## src/rtl/apb4_master_bridge.sv

```systemverilog
// apb4_master_bridge
// Turns a single-outstanding valid/ready request/response port into APB4
// transfers. Each transfer has one SETUP cycle and then an ACCESS phase that
// lasts until PREADY. PRDATA and PSLVERR are returned as a registered response.
//
// Handshake semantics: a request transfers on the clock edge where
// req_valid_i & req_ready_o are both 1. A response transfers on the edge where
// rsp_valid_o & rsp_ready_i are both 1. Once a valid is raised, it and its
// payload stay stable until the matching ready.
//
// Ports:
//   clk_i, rst_i            clock (also PCLK); synchronous active-high reset
//   req_*                   request channel (addr, write, wdata, strb, prot)
//   rsp_*                   response channel (rdata, err)
//   p*_o / prdata_i,
//   pready_i, pslverr_i     APB4 master signals
//
// Optional build macro: APB4_MASTER_BRIDGE_TIMEOUT_EN
//   When defined, an ACCESS phase that waits TIMEOUT_CYCLES cycles without
//   PREADY ends with rsp_err_o = 1 and rsp_rdata_o = 0.
module apb4_master_bridge #(
  parameter int ADDR_WIDTH     = 32,
  parameter int DATA_WIDTH     = 32,
  parameter int TIMEOUT_CYCLES = 256
) (
  input  logic                    clk_i,
  input  logic                    rst_i,
  input  logic                    req_valid_i,
  output logic                    req_ready_o,
  input  logic [ADDR_WIDTH-1:0]   req_addr_i,
  input  logic                    req_write_i,
  input  logic [DATA_WIDTH-1:0]   req_wdata_i,
  input  logic [DATA_WIDTH/8-1:0] req_strb_i,
  input  logic [2:0]              req_prot_i,
  output logic                    rsp_valid_o,
  input  logic                    rsp_ready_i,
  output logic [DATA_WIDTH-1:0]   rsp_rdata_o,
  output logic                    rsp_err_o,
  output logic [ADDR_WIDTH-1:0]   paddr_o,
  output logic                    psel_o,
  output logic                    penable_o,
  output logic                    pwrite_o,
  output logic [DATA_WIDTH-1:0]   pwdata_o,
  output logic [DATA_WIDTH/8-1:0] pstrb_o,
  output logic [2:0]              pprot_o,
  input  logic [DATA_WIDTH-1:0]   prdata_i,
  input  logic                    pready_i,
  input  logic                    pslverr_i
);

  if (DATA_WIDTH % 8 != 0) begin : g_bad_data_width
    $error("DATA_WIDTH must be a multiple of 8");
  end
  if (TIMEOUT_CYCLES < 2) begin : g_bad_timeout
    $error("TIMEOUT_CYCLES must be >= 2");
  end

  typedef enum logic [1:0] {
    IDLE   = 2'd0,
    SETUP  = 2'd1,
    ACCESS = 2'd2,
    RESP   = 2'd3
  } state_t;

  state_t state, state_next;
  logic   timeout_hit;
  logic   access_done;

`ifdef APB4_MASTER_BRIDGE_TIMEOUT_EN
  localparam int CW = $clog2(TIMEOUT_CYCLES + 1);
  logic [CW-1:0] to_cnt;

  // Clearing the counter during SETUP means it starts at zero on entry to
  // ACCESS. The limit fires in the cycle in which the count of earlier waited
  // cycles is TIMEOUT_CYCLES-1. That gives exactly TIMEOUT_CYCLES ACCESS cycles.
  always_ff @(posedge clk_i) begin
    if (rst_i) begin
      to_cnt <= '0;
    end else if (state == SETUP) begin
      to_cnt <= '0;
    end else if (state == ACCESS && !pready_i) begin
      to_cnt <= to_cnt + CW'(1);
    end
  end

  assign timeout_hit = (state == ACCESS) && !pready_i &&
                       (to_cnt == CW'(TIMEOUT_CYCLES - 1));
`else
  assign timeout_hit = 1'b0;
`endif

  // A real PREADY always wins over a timeout that fires in the same cycle.
  assign access_done = (state == ACCESS) && (pready_i || timeout_hit);
  assign req_ready_o = (state == IDLE);

  always_ff @(posedge clk_i) begin
    if (rst_i) begin
      state <= IDLE;
    end else begin
      state <= state_next;
    end
  end

  always_comb begin
    state_next = state;
    case (state)
      IDLE:    if (req_valid_i) state_next = SETUP;
      SETUP:   state_next = ACCESS;
      ACCESS:  if (access_done) state_next = RESP;
      RESP:    if (rsp_ready_i) state_next = IDLE;
      default: state_next = IDLE;
    endcase
  end

  // All APB and response outputs are registered. They are updated only on the
  // phase transitions below, so they hold their value in every other cycle.
  always_ff @(posedge clk_i) begin
    if (rst_i) begin
      paddr_o     <= '0;
      psel_o      <= 1'b0;
      penable_o   <= 1'b0;
      pwrite_o    <= 1'b0;
      pwdata_o    <= '0;
      pstrb_o     <= '0;
      pprot_o     <= '0;
      rsp_valid_o <= 1'b0;
      rsp_rdata_o <= '0;
      rsp_err_o   <= 1'b0;
    end else begin
      case (state)
        IDLE: begin
          if (req_valid_i) begin
            paddr_o  <= req_addr_i;
            pwrite_o <= req_write_i;
            pprot_o  <= req_prot_i;
            // Reads drive no write data and all-zero strobes.
            pwdata_o <= req_write_i ? req_wdata_i : '0;
            pstrb_o  <= req_write_i ? req_strb_i : '0;
            psel_o   <= 1'b1;
          end
        end
        SETUP: begin
          penable_o <= 1'b1;
        end
        ACCESS: begin
          if (access_done) begin
            psel_o      <= 1'b0;
            penable_o   <= 1'b0;
            rsp_valid_o <= 1'b1;
            // A timeout (no PREADY) returns an error with zero data.
            rsp_err_o   <= pready_i ? pslverr_i : 1'b1;
            rsp_rdata_o <= (pready_i && !pwrite_o) ? prdata_i : '0;
          end
        end
        RESP: begin
          if (rsp_ready_i) begin
            rsp_valid_o <= 1'b0;
          end
        end
        default: ;
      endcase
    end
  end

endmodule

```

## config.mk

```make
export PLATFORM = sky130hd
export DESIGN_NAME = apb4_master_bridge
export DESIGN_NICKNAME = d
export VERILOG_FILES = /design/src/rtl/apb4_master_bridge.sv
export SDC_FILE = /design/constraint.sdc
export NUM_CORES = 1
export LEC_CHECK = 0
export BUFFER_PORTS_ARGS = -buffer_cell sky130_fd_sc_hd__buf_4
export CORE_MARGIN = 10
export CORE_UTILIZATION = 45
export DETAILED_ROUTE_END_ITERATION = 8
export HOLD_SLACK_MARGIN = 0.02
export PLACE_DENSITY = 0.77
export SLEW_MARGIN = 20
export SYNTH_ARGS = -nofsm -noshare
export SYNTH_HDL_FRONTEND = slang
export SYNTH_SLANG_ARGS = --single-unit
```

## constraint.sdc

```tcl
create_clock -name clk_i -period 1.8 [get_ports clk_i]
set_input_delay 0.09 -clock clk_i [delete_from_list [all_inputs] [get_ports clk_i]]
set_output_delay 0.09 -clock clk_i [all_outputs]
set_load 0.02 [all_outputs]
```

==> metrics <==
antenna-violating nets left=0; pin count of the biggest net entering global routing=52; Total Power=around 0.0076 W; max frequency=597 MHz; vias per inst=5.27; Area growth, synth to finish=69.8%; Worst setup SP type=register; DRT iter0 DRCs=around 560; Slew @ Worst Pin=0.445 ns; Reg2Reg Setup Slack=0.12 ns; final cell count without fillers=919; first-pass GRT wire length=25.4 mm; syn_area_per_cell=~8.3 µm²; PD cells=1070 mW/mm²; H-tree levels=3; r2r worst-path depth=6; synth unique cells=25; detailed placement HPWL=10.5 mm; layout cells sized above 1=between 30% and 40%; final hold vios=0; WP data arrival=roughly 1.9 ns; Final min period=around 1.7 ns; RSZ-0062 raised after global routing=no; Synth area leader=dfxtp_1; First-pass DRT Iterations=5; worst hold path type=in -> reg; Yosys reg bits=110; Tot GR Track Use=a little under a quarter; CTS Root Buffer Type=clkbuf_8; area share of the largest cell type after synthesis=52.8%; synth cell count leaders=nand2_1, dfxtp_1, a21oi_1, nand3_1, nand4b_1; Die Ht=116 µm; fraction of registers with async set/reset=0%; drt total wl=16.7 mm; endpoints failing setup=0; total clock sinks=110; R2R Path Start=state[0]; Vias=about 4800; core box area=between 0.009 and 0.01 mm²; setup_tns=0 ns; grt ovf=0; FF-to-FF End=pprot_o[0]; Post-Place Cells=between 700 and 800; period utilization=~93%; sequential share of the synthesized area=52.8%; num ports=roughly 220; WP data required=2.06 ns; cts bufs inserted=9; fill cell count=573; slew margin rel.=70.4%; area of the multi-input gates=0.00176 mm²; fin nets=915; clock slew at reported path FFs=approximately 0.11 ns; Worst-Skew Late Latency=~0.37 ns; final worst slack=0.124 ns; Setup crit end=pprot_o[0]; pre-CTS setup slack=0.177 ns; max-slew violations=0; Synth Flop Type=dfxtp_1; Max Cap Viol=0; ranking of synthesized cells by area=dfxtp_1, nand2_1, a21oi_1; Critical Setup Path Class=reg -> reg; Die X-Extent=116 µm; die area=0.0135 mm²; final core occ=between 70% and 80%; Post-Synthesis Cells=504; number of flops mapped to enable cells by yosys=0; Synth Warn #=0; Leak=3.02 nW; Register Area=0.00220 mm²; I/O Buffers=218; VDD IR max=0.603 mV; syn_nets=620; Max Clock Skew=0.0103 ns; crit end category=register; Post-Syn Area=between 0.004 and 0.005 mm²; Max clock buf depth=2; row cnt=35; vias in the first global route=4835; RD Place Congestion=0.792; most common cell in the synthesized netlist=nand2_1; critical path fanouts, max=51; drt wl/cell=18.2 µm; initial antenna violation count=3; outcome=finished, final reports clean; drt drc=0; CTS tree=built; crit path from=state[0]; Initial Util=45.8%
[power breakdown]
group	total [W]	switching (W)	leakage (nW)	internal [W]
Sequential	0.00302	0.000219	0.896	0.00280
Combinational	0.00303	0.00177	2.02	0.00126
Clock	0.00154	0.000874	0.102	0.000664
Total	0.00759	0.00286	3.02	0.00472
[through the flow]
step	area (µm²)	hold slack, ns
after floorplan	4170	0.226
after global placement	5840	0.337
after detailed placement	5840	0.345
after CTS	7070	0.0222
after global routing	7080	0.0413
final	7080	0.0360
[critical path: stages (launching register included)]
cell and delay, ns:
dfxtp_1 0.35, inv_1 0.15, ha_1 0.27, and2_2 0.21, buf_12 0.23, nand2_1 0.10
a21oi_1 0.25
[worst min-delay path by stage]
stage	from	to	slack [ns]	cells past startpoint
3_3_place_gp	req_addr_i[6]	paddr_o[6]	0.34	3
2_1_floorplan	req_addr_i[27]	paddr_o[27]	0.23	2
4_1_cts	prdata_i[25]	rsp_rdata_o[25]	0.02	3
5_1_grt	prdata_i[25]	rsp_rdata_o[25]	0.04	3
3_5_place_dp	req_addr_i[19]	paddr_o[19]	0.34	3
6_report	prdata_i[25]	rsp_rdata_o[25]	0.04	3
[cells by family after synthesis]
group,synth area share [%]
fa+ha+maj,1.80
buf+inv,5.07
flops,52.8
compound gates,13.6
mux,0.750
simple gates,26.0
[cell type report]
type / instances / share of cell area, %
repair buffers: 329 / 38.9
inverters: 3 / 0.159
clock inverters: 7 / 1.13
diodes: 4 / 0.141
flip-flops and latches: 110 / 31.1
well taps: 111 / 1.96
clock buffers: 9 / 1.75
multi-input cells: 346 / 24.8
[placed cells by master (no fill, tap or decap), drive strengths merged, types with 4 or more instances in the layout]
cell type    count
inv              6
buf            227
diode            4
clkbuf           9
ha               6
a21oi          106
nand2          147
nand4b          32
dlygate4sd3    102
nand3           37
dfxtp          110
[registers in the layout (all words and copies together) (netlist names)]
name	cells
paddr_o	32
pwdata_o	32
rsp_rdata_o	32
pstrb_o	4
pprot_o	3
state	2
penable_o	1
psel_o	1
pwrite_o	1
rsp_err_o	1
rsp_valid_o	1
[layer usage]
layer  up-vias  GRT usage [%]  routed length [µm]  part of all wire (%)
met3        39           9.04                1790                    11
met1      2259           27.5                6450                    39
met2       252           37.8                7960                    48
met4         0           10.3                 510                   3.1
met5         -              0                   0                     0
li1       2295              -                   -                     -
[repair_timing]
item,4_1_cts,5_1_grt
hold buffers,102,0
gates resized for setup,0,1
buffers inserted,0,0
endpoints found under the hold margin,102,0
endpoints found under the setup margin,0,1
No activity file was read; power rests on OpenSTA's default activity.
